$ cat src/rtl/nibble_serial_adder.sv
// Wide add sequenced through an external 4-bit adder, one nibble per clock, LSB nibble first.
// Optional feature macro: SERIAL_SUB_EN (adds in_sub for A-B via inverted B and carry-in 1).
module nibble_serial_adder #(
  parameter int unsigned NIBBLES = 4
) (
  input  logic                   clk,
  input  logic                   rst,
  input  logic                   in_valid,
  output logic                   in_ready,
  input  logic [4*NIBBLES-1:0]   in_a,
  input  logic [4*NIBBLES-1:0]   in_b,
  input  logic                   in_cin,
`ifdef SERIAL_SUB_EN
  input  logic                   in_sub,
`endif
  output logic [3:0]             add_a,
  output logic [3:0]             add_b,
  output logic                   add_cin,
  input  logic [3:0]             add_s,
  input  logic                   add_cout,
  output logic                   out_valid,
  input  logic                   out_ready,
  output logic [4*NIBBLES-1:0]   out_sum,
  output logic                   out_cout
);

  localparam int unsigned W  = 4 * NIBBLES;
  localparam int unsigned IW = (NIBBLES > 1) ? $clog2(NIBBLES) : 1;

  typedef enum logic [1:0] {
    IDLE = 2'd0,
    RUN  = 2'd1,
    DONE = 2'd2
  } state_t;

  state_t                    state;
  state_t                    state_nxt;
  logic [IW-1:0]             idx;
  logic [NIBBLES-1:0][3:0]   a_reg;
  logic [NIBBLES-1:0][3:0]   b_reg;
  logic [NIBBLES-1:0][3:0]   sum_reg;
  logic                      carry_reg;
  logic                      last_nibble;
  logic                      sub_reg;

  assign last_nibble = (idx == IW'(NIBBLES - 1));

  // State register
  always_ff @(posedge clk or posedge rst) begin
    if (rst) begin
      state <= IDLE;
    end else begin
      state <= state_nxt;
    end
  end

  // Next-state logic
  always_comb begin
    state_nxt = state;
    case (state)
      IDLE:    if (in_valid) state_nxt = RUN;
      RUN:     if (last_nibble) state_nxt = DONE;
      DONE:    if (out_ready) state_nxt = IDLE;
      default: state_nxt = IDLE;
    endcase
  end

  // Output decode; adder operands only driven while running
  always_comb begin
    in_ready  = 1'b0;
    out_valid = 1'b0;
    add_a     = 4'h0;
    add_b     = 4'h0;
    add_cin   = 1'b0;
    case (state)
      IDLE: in_ready = 1'b1;
      RUN: begin
        add_a   = a_reg[idx];
        add_b   = sub_reg ? ~b_reg[idx] : b_reg[idx];
        add_cin = carry_reg;
      end
      DONE:    out_valid = 1'b1;
      default: ;
    endcase
  end

`ifdef SERIAL_SUB_EN
  always_ff @(posedge clk or posedge rst) begin
    if (rst) begin
      sub_reg <= 1'b0;
    end else if (state == IDLE && in_valid) begin
      sub_reg <= in_sub;
    end
  end
`else
  assign sub_reg = 1'b0;
`endif

  // Operand capture, per-nibble sum capture and carry chaining
  always_ff @(posedge clk or posedge rst) begin
    if (rst) begin
      idx       <= '0;
      a_reg     <= '0;
      b_reg     <= '0;
      sum_reg   <= '0;
      carry_reg <= 1'b0;
    end else begin
      case (state)
        IDLE: begin
          if (in_valid) begin
            a_reg <= in_a;
            b_reg <= in_b;
            idx   <= '0;
`ifdef SERIAL_SUB_EN
            carry_reg <= in_sub ? 1'b1 : in_cin;
`else
            carry_reg <= in_cin;
`endif
          end
        end
        RUN: begin
          sum_reg[idx] <= add_s;
          carry_reg    <= add_cout;
          if (!last_nibble) idx <= idx + IW'(1);
        end
        default: ;
      endcase
    end
  end

  assign out_sum  = W'(sum_reg);
  assign out_cout = carry_reg;

endmodule

$ cat config.mk
export PLATFORM = sky130hd
export DESIGN_NAME = nibble_serial_adder
export DESIGN_NICKNAME = d
export VERILOG_FILES = /design/src/rtl/nibble_serial_adder.sv
export SDC_FILE = /design/constraint.sdc
export NUM_CORES = 1
export LEC_CHECK = 0
export ABC_AREA = 1
export BUFFER_PORTS_ARGS = -buffer_cell sky130_fd_sc_hd__buf_4
export CORE_ASPECT_RATIO = 1.75
export CORE_UTILIZATION = 45
export DETAILED_ROUTE_END_ITERATION = 8
export PLACE_DENSITY = 0.71
export SLEW_MARGIN = 10
export SYNTH_ARGS = -nofsm -noshare
export SYNTH_HDL_FRONTEND = slang
export SYNTH_SLANG_ARGS = --single-unit
$ cat constraint.sdc
create_clock -name clk -period 1.88 [get_ports clk]
set_clock_uncertainty 0.05 [all_clocks]
set_input_delay 0.188 -clock clk [delete_from_list [all_inputs] [get_ports clk]]
set_output_delay 0.188 -clock clk [all_outputs]
set_load 0.005 [all_outputs]
==> results of run 1 <==
[power by group through the flow]
stage,combinational [mW],sequential (mW),clock [mW]
2_1_floorplan,1.46,1.91,0
3_3_place_gp,2.27,1.94,0
3_5_place_dp,2.33,1.96,0
4_1_cts,2.34,1.94,0.806
5_1_grt,2.71,1.99,0.855
6_report,2.35,1.92,0.784
[what timing repair did]
item	4_1_cts	5_1_grt
endpoints found under the setup margin	5	8
setup buffers	0	1
endpoints found under the hold margin	26	0
gates cloned	0	0
gates resized for setup	1	1
hold buffers	1	0
[how the worst min path moves through the flow]
stage | startpoint | end
2_1_floorplan | out_ready | state[1]
5_1_grt | out_ready | state[1]
3_3_place_gp | rst | a_reg[3]
3_5_place_dp | rst | a_reg[11]
6_report | out_ready | state[1]
4_1_cts | out_ready | state[1]
[metrics by stage]
| step | util | total power, mW | setup slack [ps] | instance area [um^2] | cells |
|---|---|---|---|---|---|
| after floorplan | - | 3.366 | 355.8 | 2386 | 289 |
| after global placement | 0.5862 | 4.213 | 361.1 | 2943 | 404 |
| after detailed placement | 0.5862 | 4.288 | 315.5 | 2943 | 404 |
| after CTS | 0.6117 | 5.086 | 36.54 | 3070 | 413 |
| after global routing | 0.6137 | 5.556 | 86.51 | 3080 | 414 |
| final | 0.6137 | 5.050 | 208.2 | 3080 | 414 |
[synthesized netlist by cell type]
library cell	count
inv_1	41
inv_2	1
o21ai_0	17
nor2_1	34
clkinv_1	1
nand3_1	20
nor2_2	1
o31ai_1	1
nand2_1	62
ha_1	4
dfrtp_1	53
buf_2	9
clkbuf_1	1
nor2_4	1
buf_6	2
a21oi_1	40
nand2_2	1
[critical path, delay by kind of cell, from the launching register on]
family,cells,cell delay [ps]
AOI/OAI and AO/OA,1,80
buffers and inverters,2,410
DFF,1,450
and+or+nand+nor,2,190
[per-layer routing]
| layer | track usage | share of wire | up-vias |
|---|---|---|---|
| li1 | - | - | 1037 |
| met1 | 0.2390 | 0.41 | 902 |
| met2 | 0.3602 | 0.52 | 55 |
| met3 | 0.03709 | 0.049 | 7 |
| met4 | 0.09006 | 0.018 | 0 |
| met5 | 0 | 0 | - |
[kinds of logic (layout without fill, tap and decap cells)]
logic type,Yosys count,count (layout),synth area share
flip-flops,53,53,0.5558
AO/OA/AOI/OAI,58,58,0.1227
AND/OR/NAND/NOR,119,119,0.2029
adder cells (fa/ha/maj),4,4,0.02098
buffers and inverters,55,126,0.09753
[area by class of cell]
type / count / share of cell area
Clock inverter: 1 / 0.009748
Clock buffer: 7 / 0.02803
Inverter: 43 / 0.05240
Multi-Input combinational cell: 181 / 0.2693
Sequential cell: 53 / 0.4310
Timing Repair Buffer: 75 / 0.1877
Tap cell: 54 / 0.02193
==> flow_metrics.py, run 1 <==
metrics = {
    "worst_setup_path": {
        "crit_start": "idx[0]",
        "timing.rr.start": "state[0]",
        "worstSetupEndpointType": "output port",
        "crit_fanout": 18,
        "cp_cell_sequence": "inv_2 > nand2_1 > nand3_1 > a21oi_1 > buf_4",
        "r2r_end": "a_reg[5]",
        "critPathRequiredTime_ps": 1640,
        "cp.arrival_ps": 1430,
        "crit_end": "add_a[1]",
        "worst_r2r_path_depth": 5,
        "critPathLaunchType": "flip-flop",
        "crit_path_max_incr_delay_ps": 450,
        "r2r_slack_ps": 410,
        "critPathKind": "flip-flop to output port",
        "crit_slowest_cell": "dfrtp_2",
    },
    "global_routing": {
        "grt_pass1_wl_um": 8845,
        "grt_pass1_vias": 2034,
        "antenna_found_initial": 0,
        "grt_overflow": 0,
        "gr-usage-all-layers": 0.2052,
        "grt_max_degree": 70,
    },
    "power_and_ir_drop": {
        "switchingPower_mw": 1.890,
        "clkPwrFrac": 0.155,
        "p_per_area_mw_per_mm2": 1639,
        "ir_drop_uv": 769.7,
        "seqPwrFrac": 0.380,
        "power.internal_mw": 3.160,
        "comb_power_share": 0.465,
        "leakagePower_nw": 1.670,
        "p_sw_frac": 0.3742,
    },
    "clock_tree": {
        "tritoncts": "built",
        "clock_latency_ps": 310,
        "h-tree-depth": 2,
        "cts-buffers-inserted": 5,
        "cts_max_path_buffers": 2,
        "cts_root_buf": "clkbuf_8",
        "clock_sinks": 53,
        "clk_transition_reported_paths_ps": 80,
    },
    "floorplan": {
        "die_area_mm2": 0.005609,
        "coreArea_mm2": 0.005020,
        "start_util": 0.4753,
        "rows": 34,
        "ioPinCount": 70,
        "die_w_um": 57.05,
        "die_y_um": 98.33,
    },
    "final_layout": {
        "area_growth_syn_to_layout_pct": 29.10,
        "mostFrequentLayoutCell": "buf_4",
        "final_cell_mix": "buf_4, nand2_1, dfrtp_1, inv_1, a21oi_1",
        "layout.nets": 405,
        "drive_above_1_share": 0.2444,
        "fill_cells": 472,
        "multi_input_area_um2": 829.5,
        "regArea_mm2": 0.001328,
        "insertedDiodeCount": 0,
    },
    "drt": {
        "dr.pass1.iters": 6,
        "first_iter_violations": 108,
        "drt_wl_total_um": 4972,
        "wl_per_cell_um": 12.01,
        "drtAntennaViolNets": 0,
        "routed_via_density": 4.833,
        "dr_total_vias": 2001,
        "remaining_drc_errors": 14,
    },
    "placed_design": {
        "place_congestion": 0.7569,
        "dp_hpwl_um": 3598,
        "port-buffer-count": 69,
    },
    "logic_synthesis": {
        "post_synth.cell_area_avg_um2": 8.256,
        "mappedNetlistArea_mm2": 0.002386,
        "synth_nets": 335,
        "yosys.area.top_type": "dfrtp_1",
        "ys_ff_latch": 53,
        "synth-seq-area-share": 0.5558,
        "synth_area_leaders": "dfrtp_1, nand2_1, a21oi_1",
        "ys_types": 17,
        "synth_top_area_frac": 0.5558,
        "syn_inst": 289,
        "ys_warn_count": 0,
    },
    "sta": {
        "final.min_clock_period_ps": 1672,
        "maxSlewViolCount": 0,
        "setup_tns_ps": 0,
        "fin_hold_ws_ps": 18.12,
        "layout_worst_path_cycle_share": 0.8893,
        "worst_pin_slew_ps": 625.5,
        "setup_viol": 0,
        "hold_viol": 0,
        "slew_headroom": 0.5830,
        "rsz0062_at_grt": "false",
        "fmax_mhz": 598.2,
    },
    "job": {
        "maxCapViolations": 0,
    },
    "status": {
        "violations": "DRC",
        "outcome": "finished, violations left",
    },
    "min_path": {
        "holdPathStages": 2,
        "hold_class": "primary input to flip-flop",
    },
}
Note: power is estimated with default switching activity, not from simulation.
==> inputs of run 2 (changes only) <==
Settings changed: CORE_UTILIZATION 45 to 43, PLACE_DENSITY 0.71 to 0.68, REMOVE_ABC_BUFFERS set to 1.
==> run 2 against run 1 <==
First-iteration DRC count shrank 12%. Largest power group unchanged. Sequential power is essentially flat. The flow now finishes without violations. Clock power down 7.4%. Combinational power barely moved. Highest routed layer unchanged.
==> flow_metrics.py, run 2 (synthesis gave the netlist of run 1 again) <==
metrics = {
    "worst_setup_path": {
        "critPathRequiredTime_ps": 1640,
        "r2r_end": "out_cout",
        "worst_r2r_path_depth": 6,
        "r2r_slack_ps": 420,
        "timing.rr.start": "state[1]",
        "critPathLaunchType": "flip-flop",
        "crit_slowest_cell": "dfrtp_1",
        "cp_cell_sequence": "inv_1 > nand2_1 > a21oi_1 > buf_4",
        "crit_path_max_incr_delay_ps": 440,
        "cp.arrival_ps": 1530,
        "worstSetupEndpointType": "output port",
        "critPathKind": "flip-flop to output port",
        "cp_num_buf_inv": 2,
        "crit_fanout": 12,
        "path_delay_family": "flip-flops",
    },
    "global_routing": {
        "grt_pass1_vias": 1920,
        "grt_max_degree": 70,
        "antenna_found_initial": 0,
        "gr-usage-all-layers": 0.1892,
        "grt_pass1_wl_um": 8376,
        "grt_overflow": 0,
    },
    "final_layout": {
        "final-instance-count-excl-fill": 432,
        "mostFrequentLayoutCell": "buf_4",
        "area_growth_syn_to_layout_pct": 29.16,
        "fin_area_mm2": 0.003082,
        "drive_above_1_share": 0.2374,
        "final_cell_mix": "buf_4, nand2_1, dfrtp_1, inv_1, a21oi_1",
        "layout.nets": 404,
        "insertedDiodeCount": 0,
    },
    "placed_design": {
        "placed_area_mm2": 0.002968,
        "place_congestion": 0.7730,
        "dp.cells": 424,
        "port-buffer-count": 69,
        "dp_hpwl_um": 3565,
    },
    "drt": {
        "routed_via_density": 4.692,
        "wl_per_cell_um": 11.54,
        "dr.pass1.iters": 4,
        "remaining_drc_errors": 0,
        "dr_total_vias": 2027,
        "drtAntennaViolNets": 0,
        "first_iter_violations": 95,
        "drt_wl_total_um": 4985,
    },
    "job": {
        "maxCapViolations": 0,
    },
    "sta": {
        "slew_headroom": 0.5898,
        "fin_hold_ws_ps": 21.01,
        "maxSlewViolCount": 0,
        "fmax_mhz": 566.1,
        "layout_worst_path_cycle_share": 0.9395,
        "final.min_clock_period_ps": 1766,
        "setup_tns_ps": 0,
        "hold_viol": 0,
        "worst_pin_slew_ps": 615.3,
        "rsz0062_at_grt": "false",
        "setup_viol": 0,
    },
    "floorplan": {
        "start_util": 0.4503,
        "die_area_mm2": 0.005862,
        "ioPinCount": 70,
        "coreArea_mm2": 0.005299,
        "rows": 35,
        "die_w_um": 58.31,
        "die_y_um": 100.5,
    },
    "clock_tree": {
        "clk_transition_reported_paths_ps": 90,
        "clock_latency_ps": 300,
        "cts_max_path_buffers": 2,
        "tritoncts": "built",
        "clock_sinks": 53,
        "post_cts.repair.setup_buffers": 0,
        "cts_root_buf": "clkbuf_8",
        "cts-buffers-inserted": 5,
        "h-tree-depth": 2,
    },
    "min_path": {
        "hold_class": "primary input to flip-flop",
        "hold_end": "state[1]",
        "min_from": "out_ready",
        "holdPathStages": 2,
    },
    "status": {
        "outcome": "complete, no violations",
    },
    "power_and_ir_drop": {
        "leakagePower_nw": 1.662,
        "fin_total_pwr_mw": 4.962,
        "ir_drop_uv": 838.0,
        "p_per_area_mw_per_mm2": 1610,
    },
}
==> run 2: how the worst max path moves through the flow <==
| stage | startpoint | endpoint | slack, ps | cells after the start |
|---|---|---|---|---|
| 6_report | state[1] | add_a[3] | 110 | 4 |
| 4_1_cts | state[1] | add_a[3] | 80 | 4 |
| 3_3_place_gp | idx[0] | out_sum[9] | 440 | 5 |
| 3_5_place_dp | state[1] | add_b[3] | 410 | 4 |
| 2_1_floorplan | state[1] | idx[0] | 320 | 4 |
| 5_1_grt | state[1] | add_a[3] | 30 | 4 |
==> run 2: layout make-up <==
class	instances	area, um^2
flip-flops and latches	53	1326
fillers	526	2217
clock buffers	5	68.82
multi-input cells	181	827.0
clock inverters	2	35.03
inverters	43	161.4
well taps	74	92.59
repair buffers	74	570.5
==> run 2: worst register-to-register path, stage by stage, from the launching register on <==
cell and delay (ps):
dfrtp_1 430, nor2_2 80, nand2_2 50, buf_4 500, nand2_1 110, nand2_1 90
nand2_1 50
==> run 2: layer usage <==
layer,vias to the layer above,GRT usage,wire length (um)
met5,-,0,0
met4,0,0.09158,166
met3,14,0.02696,245
met2,73,0.3324,2590
met1,909,0.2207,1982
li1,1031,-,-
==> run 2: through the flow <==
step	util	worst slack (ps)
4_1_cts	0.5816	82.74
2_1_floorplan	-	315.5
3_3_place_gp	0.5601	437.6
5_1_grt	0.5816	26.11
6_report	0.5816	113.7
3_5_place_dp	0.5601	413.8
==> run 2: repair_timing <==
item,4_1_cts,5_1_grt
gates resized for setup,0,0
hold buffers,1,0
hold endpoints to repair,53,0
==> run 2: power breakdown <==
| part | internal [mW] | leakage [nW] | total (mW) | switching [mW] |
|---|---|---|---|---|
| sequential | 1.69 | 0.605 | 1.92 | 0.229 |
| combinational | 1.02 | 1.00 | 2.32 | 1.30 |
| clock | 0.387 | 0.0540 | 0.726 | 0.339 |
| total | 3.10 | 1.66 | 4.96 | 1.87 |
